**config.mk**
```make
export PLATFORM = sky130hd
export DESIGN_NAME = move_input_conditioner
export DESIGN_NICKNAME = d
export VERILOG_FILES = /design/src/rtl/play_pkg.sv /design/src/rtl/key_debounce.sv /design/src/rtl/move_input_conditioner.sv
export SDC_FILE = /design/constraint.sdc
export NUM_CORES = 1
export LEC_CHECK = 0
export CAP_MARGIN = 0
export CORE_MARGIN = 4
export CORE_UTILIZATION = 56
export CTS_CLUSTER_DIAMETER = 30
export DETAILED_ROUTE_END_ITERATION = 7
export HOLD_SLACK_MARGIN = 0.15
export PLACE_DENSITY = 0.82
export SLEW_MARGIN = 10
export SYNTH_ARGS = -nofsm -noshare
export SYNTH_HDL_FRONTEND = slang
export SYNTH_SLANG_ARGS = --single-unit
```
**constraint.sdc**
```tcl
create_clock -name clk_d -period 1.35 [get_ports clk_d]
set_input_delay 0.27 -clock clk_d [delete_from_list [all_inputs] [get_ports clk_d]]
set_output_delay 0.27 -clock clk_d [all_outputs]
set_load 0.005 [all_outputs]
```
**src/rtl/play_pkg.sv**
```systemverilog
// Shared play-controller definitions: game status codes,
// direction indices, one-hot move codes and a priority picker.
package play_pkg;

    typedef enum logic [1:0] {
        CHOSE_BOARD  = 2'b00,
        GAMING       = 2'b01,
        GAME_INITIAL = 2'b10,
        WINNED       = 2'b11
    } game_status_e;

    localparam int DIR_UP    = 0;
    localparam int DIR_RIGHT = 1;
    localparam int DIR_DOWN  = 2;
    localparam int DIR_LEFT  = 3;

    localparam logic [3:0] ACT_NONE  = 4'b0000;
    localparam logic [3:0] ACT_UP    = 4'b0001;
    localparam logic [3:0] ACT_RIGHT = 4'b0010;
    localparam logic [3:0] ACT_DOWN  = 4'b0100;
    localparam logic [3:0] ACT_LEFT  = 4'b1000;

    // Keep only the highest-priority press: up > right > down > left.
    function automatic logic [3:0] dir_pick(input logic [3:0] p);
        logic [3:0] r;
        r = ACT_NONE;
        if (p[DIR_UP])
            r = ACT_UP;
        else if (p[DIR_RIGHT])
            r = ACT_RIGHT;
        else if (p[DIR_DOWN])
            r = ACT_DOWN;
        else if (p[DIR_LEFT])
            r = ACT_LEFT;
        return r;
    endfunction

endpackage

```
**src/rtl/key_debounce.sv**
```systemverilog
// One push-button channel: 2-FF synchroniser, counting debounce
// and a registered one-cycle pulse on each debounced rising edge.
module key_debounce
    import play_pkg::*;
#(
    parameter int DEBOUNCE_CYCLES = 20
) (
    input  logic clk_d,
    input  logic rst_n,
    input  logic raw,
    output logic stable,
    output logic press
);

    localparam int CW = $clog2(DEBOUNCE_CYCLES + 1);

    logic          sync1_q;
    logic          sync2_q;
    logic          stable_q;
    logic          stable_d;
    logic          prev_q;
    logic          press_q;
    logic [CW-1:0] cnt_q;
    logic [CW-1:0] cnt_d;

    // Count cycles of disagreement; flip the stable level when the run is long enough.
    always_comb begin
        stable_d = stable_q;
        cnt_d    = '0;
        if (sync2_q != stable_q) begin
            if (cnt_q == CW'(DEBOUNCE_CYCLES - 1))
                stable_d = sync2_q;
            else
                cnt_d = cnt_q + CW'(1);
        end
    end

    // Synchroniser, debounce state and rise-pulse register.
    always_ff @(posedge clk_d) begin
        if (!rst_n) begin
            sync1_q  <= 1'b0;
            sync2_q  <= 1'b0;
            stable_q <= 1'b0;
            prev_q   <= 1'b0;
            press_q  <= 1'b0;
            cnt_q    <= '0;
        end else begin
            sync1_q  <= raw;
            sync2_q  <= sync1_q;
            stable_q <= stable_d;
            prev_q   <= stable_q;
            press_q  <= stable_q & ~prev_q;
            cnt_q    <= cnt_d;
        end
    end

    assign stable = stable_q;
    assign press  = press_q;

endmodule

```
**src/rtl/move_input_conditioner.sv**
```systemverilog
// Button front end: debounces 4 directions + restart, emits gated one-cycle commands.
// Optional auto-repeat of a held direction when MOVE_AUTO_REPEAT_EN is defined.
module move_input_conditioner
    import play_pkg::*;
#(
    parameter int DEBOUNCE_CYCLES = 20,
    parameter int REPEAT_DELAY    = 500,
    parameter int REPEAT_PERIOD   = 150
) (
    input  logic       clk_d,
    input  logic       rst_n,
    input  logic [3:0] btn_dir,
    input  logic       btn_restart,
    input  logic [1:0] game_status,
    output logic [3:0] act,
    output logic       active,
    output logic       restart
);

    logic [3:0] dir_stable;
    logic [3:0] dir_press;
    logic       rst_stable;
    logic       rst_press;
    logic       gaming;
    logic [3:0] pick;

    logic [3:0] act_q, act_d;
    logic       active_q, active_d;
    logic       restart_q, restart_d;

    for (genvar i = 0; i < 4; i++) begin : g_dir
        key_debounce #(.DEBOUNCE_CYCLES(DEBOUNCE_CYCLES)) u_deb (
            .clk_d  (clk_d),
            .rst_n  (rst_n),
            .raw    (btn_dir[i]),
            .stable (dir_stable[i]),
            .press  (dir_press[i])
        );
    end

    key_debounce #(.DEBOUNCE_CYCLES(DEBOUNCE_CYCLES)) u_deb_rst (
        .clk_d  (clk_d),
        .rst_n  (rst_n),
        .raw    (btn_restart),
        .stable (rst_stable),
        .press  (rst_press)
    );

    logic unused_lvl;
    assign unused_lvl = ^{rst_stable, dir_stable};

    assign gaming = (game_status == GAMING);
    assign pick   = dir_pick(dir_press);

`ifdef MOVE_AUTO_REPEAT_EN
    localparam int RMAX = (REPEAT_DELAY > REPEAT_PERIOD) ? REPEAT_DELAY : REPEAT_PERIOD;
    localparam int RW   = $clog2(RMAX + 1);

    logic [RW-1:0] rep_cnt_q, rep_cnt_d;
    logic [3:0]    rep_dir_q, rep_dir_d;
    logic          rep_first_q, rep_first_d;
    logic [RW-1:0] rep_lim;

    assign rep_lim = rep_first_q ? RW'(REPEAT_DELAY - 1) : RW'(REPEAT_PERIOD - 1);
`else
    localparam int unused_rep = REPEAT_DELAY + REPEAT_PERIOD;
`endif

    // Gate, prioritise and (optionally) auto-repeat into next-state outputs.
    always_comb begin
        act_d     = ACT_NONE;
        active_d  = 1'b0;
        restart_d = 1'b0;
        if (gaming) begin
            if (rst_press) begin
                restart_d = 1'b1;
            end else if (pick != ACT_NONE) begin
                act_d    = pick;
                active_d = 1'b1;
            end
        end
`ifdef MOVE_AUTO_REPEAT_EN
        rep_cnt_d   = rep_cnt_q;
        rep_dir_d   = rep_dir_q;
        rep_first_d = rep_first_q;
        if (!gaming || rst_press) begin
            rep_dir_d = ACT_NONE;
            rep_cnt_d = '0;
        end else if (active_d) begin
            rep_dir_d   = pick;
            rep_cnt_d   = '0;
            rep_first_d = 1'b1;
        end else if (rep_dir_q != ACT_NONE) begin
            if (dir_stable != rep_dir_q) begin
                rep_dir_d = ACT_NONE;
                rep_cnt_d = '0;
            end else if (rep_cnt_q == rep_lim) begin
                act_d       = rep_dir_q;
                active_d    = 1'b1;
                rep_cnt_d   = '0;
                rep_first_d = 1'b0;
            end else begin
                rep_cnt_d = rep_cnt_q + RW'(1);
            end
        end
`endif
    end

    // Registered command outputs.
    always_ff @(posedge clk_d) begin
        if (!rst_n) begin
            act_q     <= ACT_NONE;
            active_q  <= 1'b0;
            restart_q <= 1'b0;
        end else begin
            act_q     <= act_d;
            active_q  <= active_d;
            restart_q <= restart_d;
        end
    end

`ifdef MOVE_AUTO_REPEAT_EN
    // Auto-repeat tracking for the currently held direction.
    always_ff @(posedge clk_d) begin
        if (!rst_n) begin
            rep_cnt_q   <= '0;
            rep_dir_q   <= ACT_NONE;
            rep_first_q <= 1'b0;
        end else begin
            rep_cnt_q   <= rep_cnt_d;
            rep_dir_q   <= rep_dir_d;
            rep_first_q <= rep_first_d;
        end
    end
`endif

    assign act     = act_q;
    assign active  = active_q;
    assign restart = restart_q;

endmodule

```
# Yosys cells after proc, flatten, opt, wreduce, memory -nomap -nowiden
# Index checks and enable logic that the tools add are counted.
totals:
  latch_bits: 0
  ff_bits: 56
  rom_bits: 0
  input_bits: 9
  memories: 0
  ramBits: 0
  out_inout_bits: 6
  elab_cells: 87
classes:
  multipliers: 0
  bitwise: 18
  mux: 6
  n_addsub: 5
  n_div: 0
  eq_ne: 11
  shift: 0
  n_lt_le_gt_ge: 0
  n_reduce_logical: 14
ops:
  columns: ["cell", "n"]
  rows:
  - ["$add A5 B1 Y5 const B", 5]
  - ["$eq A5 B5 Y1 const B", 5]
  - ["$reduce_or A3 Y1", 6]
  - ["$mux W4", 4]
  - ["$not A1 Y1", 13]
  - ["$reduce_and A2 Y1", 6]
  - ["$and A1 B1 Y1", 5]
  - ["$ne A1 B1 Y1", 5]
  - ["$reduce_bool A4 Y1", 1]
  - ["$reduce_or A4 Y1", 1]
  - ["$eq A2 B1 Y1 const B", 1]
  - ["$mux W1", 2]

# Logic depth before layout (Yosys ltp)
depth:
  depth_word: 7
  mapped_depth: 4
  mapped_depth_nobuf: 4

# Hierarchy
# A second synthesis with hierarchy kept.
unflattened:
  hier_cells: 190
  area_unflattened_um2: 2090.8
by_module_without_submodules:
  columns: ["module", "instances", "cells_per_inst", "seq_area_each_um2", "area_each_um2"]
  rows:
  - ["key_debounce", 5, 35, 200.2, 380.4]
  - ["move_input_conditioner", 1, 15, 120.1, 188.9]

# Least setup slack after synthesis
# No wires, ideal clock.
synth_timing:
  path_kind: "register -> register"
  start: "reg g_dir[0].u_deb.cnt_q[0]"
  end: "reg g_dir[0].u_deb.stable_q"
  setup_time_ns: 0.066
  path_stages_with_launch: 5
  setup_slack_ns: 0.193
  path_buffers: 0
  required_time_ns: 1.284
  arrival_time_ns: 1.091
  period_less_slack_ns: 1.157
  cell_sequence: "dfxtp_1 ha_1 nand4bb_4 or2_2 a21boi_2"
synth_between:
  elab_chain_len: 2
synth_lines:
  columns: ["item", "line_no", "rtl"]
  rows:
  - ["from (decl)", "key_debounce.sv:23", "logic [CW-1:0] cnt_q;"]
  - ["from (signal assigned)", "key_debounce.sv:53", "cnt_q <= cnt_d;"]
  - ["$eq A5 B5 Y1", "key_debounce.sv:31", "if (cnt_q == CW'(DEBOUNCE_CYCLES - 1))"]
  - ["$reduce_and A2 Y1 (no line)", null, null]
  - ["to (signal assigned)", "key_debounce.sv:50", "stable_q <= stable_d;"]
  - ["to (decl)", "key_debounce.sv:19", "logic stable_q;"]
# Every way passes these cells.
# A chain may end at the register's enable or synchronous reset.

# Worst setup path after layout
layout_timing:
  start: "reg g_dir[1].u_deb.cnt_q[0]"
  end: "reg g_dir[1].u_deb.stable_q"
layout_between:
  elab_chain_len: 2
layout_lines:
  columns: ["item", "line_no"]
  rows:
  - ["from (decl)", "key_debounce.sv:23"]
  - ["from (signal assigned)", "key_debounce.sv:53"]
  - ["$eq A5 B5 Y1", "key_debounce.sv:31"]
  - ["$reduce_and A2 Y1 (no line)", null]
  - ["to (signal assigned)", "key_debounce.sv:50"]
  - ["to (decl)", "key_debounce.sv:19"]
# Every way passes these cells.

==> results.ini <==
[run_status]
status = finished, final reports clean

[clocking]
clkSinkCount = 56
cts.clk_slew.worst_paths_ns = 0.09
cts_resized = 6
cts.path.max_buffers = 2
cts_setup_buffers = 0
ctsRootBufferMaster = clkbuf_8
clk_latency_ns = 0.30
cts_buffers = 5
cts_hold_buf = 0
cts_tree = yes
htree_levels = 2

[routing]
highest_layer = met4
wl_per_cell_um = 11.2
drtIter0Drc = 51
met3_length_um = 105
vias = 1351
finalWirelength_mm = 2.99
drc = 0
vias_per_cell = 5.06
drtAntennaViolNets = 0
wl_met2_mm = 1.53
firstDrtPassIters = 4
wl_met1_mm = 1.28

[yosys]
synthDistinctLibCells = 31
synth_top_area_share_pct = 53.7
synth_ff_type = dfxtp_1
synth_warnings = 0
netlist_top_cells_area = dfxtp_1 54%, and2_1 4.8%, xor2_1 4.2%
syn_area_mm2 = 0.00209
synth_edf_count = 0
ys_async_sr_fraction_pct = 0
synthCells = 199
synth_seq_cells = 56
yosysSeqAreaShare_pct = 53.7
postSynthAreaPerCell_um2 = 10.5
syn_nets = 213
yosysTopAreaCell = dfxtp_1

[sta]
timing.fmax_mhz = 792
fin_crit_sh_pct = 93.5
skew_ns = 0.00610
hold_viol_final = 0
period_minus_slack_ns = 1.26
maxSlewHeadroom_pct = 80.1
slew_violations = 0
timing.hold.ws_ns = 0.384
setup_viol = 0
rsz0062_at_grt = no
tightest_slew_ns = 0.297

[final_layout]
syn2layout_area_growth_pct = 14.1
antenna_cells = 0
stdcell_area_mm2 = 0.00238
final_net_count = 234
final_layout_size_suffix_gt1_share_pct = 8.60

[place]
portBuffers = 14
dpl.hpwl_mm = 2.28
placed_area_mm2 = 0.00230
gp_congestion = 0.689

[grt]
grt_max_degree = 16
grt-ovfl-total = 0
grt_use_total_pct = 13.4
antenna_found_initial = 0
grt_pass1_wl_mm = 5.20
grt_pass1_vias = 1325

[worst_setup_path]
cp-end-kind = register
crit_fanout = 4
critPathLaunchType = register
crit_required_ns = 1.55
worst-endpoint-arrival_ns = 1.46
critPathKind = reg -> reg

[die]
core-area_mm2 = 0.00347
die_x_um = 69.1
rows = 21
die_area_mm2 = 0.00477
pin_count = 15
start_util_pct = 60.2
chipHeight_um = 69.1

[pwr]
irDropWorstVdd_uv = 925
power_density_mw_per_mm2 = 1110
leakagePower_nw = 0.917

[run]
maxCapViolCount = 0

[hold_path]
hold_class = reg -> reg

==> where the power goes <==
group / switching [mW] / internal (mW) / total (mW)
sequential: 0.00880 / 1.67 / 1.68
clock: 0.479 / 0.419 / 0.898
combinational: 0.0323 / 0.0431 / 0.0754
==> Yosys cell counts (2+ instances only) <==
library cell and n:
a21boi_0 2, a31oi_1 5, and2_1 16, and3_1 2
clkbuf_1 2, dfxtp_1 56, ha_1 5, inv_1 13
mux2i_1 3, nand2_1 8, nand3_1 7, nand3b_1 7
nand4b_1 5, nand4bb_4 2, nor2_1 21, nor2b_1 12
nor3_1 2, o21ai_0 5, xnor2_1 5, xor2_1 10
==> critical path, cell delays in order (launching register included) <==
cell and delay [ns]:
dfxtp_1 0.36, ha_1 0.25, nor4bb_4 0.28, mux2i_1 0.21, nor2b_1 0.06
==> area by class of cell <==
type                    instances  area, µm²
well taps                      46       57.6
fillers                       258       1080
flip-flops and latches         56       1120
inverters                      13       48.8
clock buffers                   8       90.1
repair buffers                 17        155
multi-input cells             127        912
==> state kept, by name (all words and copies together), names as in the netlist, 4 cells and up <==
| register | flops |
|---|---|
| g_dir.u_deb.cnt_q | 20 |
| u_deb_rst.cnt_q | 5 |
| act | 4 |
| g_dir.u_deb.press | 4 |
| g_dir.u_deb.prev_q | 4 |
| g_dir.u_deb.stable | 4 |
| g_dir.u_deb.sync1_q | 4 |
| g_dir.u_deb.sync2_q | 4 |
==> worst paths after layout <==
check | end | from | depth (start not counted) | slack, ns
worst max-delay path | g_dir[1].u_deb.stable$_SDFFE_PN0P_ | g_dir[1].u_deb.cnt_q[0]$_SDFF_PP0_ | 4 | 0.09
worst min-delay path | u_deb_rst.press$_SDFF_PN0_ | u_deb_rst.prev_q$_SDFF_PN0_ | 1 | 0.38
worst max register to register | g_dir[1].u_deb.stable$_SDFFE_PN0P_ | g_dir[1].u_deb.cnt_q[0]$_SDFF_PP0_ | 4 | 0.09
worst min register to register | u_deb_rst.press$_SDFF_PN0_ | u_deb_rst.prev_q$_SDFF_PN0_ | 1 | 0.38
==> placed cells by master (no fill, tap or decap), drive strengths merged, types with 5 or more instances in the layout <==
cell type	instances
a31oi	5
and2	16
clkbuf	8
clkdlybuf4s50	8
dfxtp	56
dlygate4sd2	6
ha	5
inv	13
nand2	8
nand3	7
nand3b	8
nand4b	5
nor2	21
nor2b	12
o21ai	5
xnor2	5
xor2	10
==> cells by family after synthesis <==
family / after synthesis / synth area share (%)
compound gates: 13 / 3.95
fa+ha+maj: 5 / 2.99
flops: 56 / 53.7
buf+inv: 16 / 2.93
xor+xnor: 15 / 6.29
simple gates: 91 / 28.7
mux: 3 / 1.44
==> per-stage QoR <==
step	setup TNS (ns)	power (mW)	std cells	util, %	worst slack, ns
2_1_floorplan	0	1.75	199	-	0.193
3_5_place_dp	-0.125	1.79	259	66.2	-0.0670
5_1_grt	0	2.75	267	68.8	0.00763
6_report	0	2.65	267	68.8	0.0882
3_3_place_gp	-0.00931	1.79	259	66.2	-0.00931
4_1_cts	0	2.68	267	68.6	0.0571
==> layer usage <==
metal	vias to the layer above	GRT usage, %
met5	-	0
met4	0	7.16
met3	8	3.49
met2	18	24.7
met1	628	13.6
li1	697	-
Note: power is estimated with default switching activity, not from simulation.
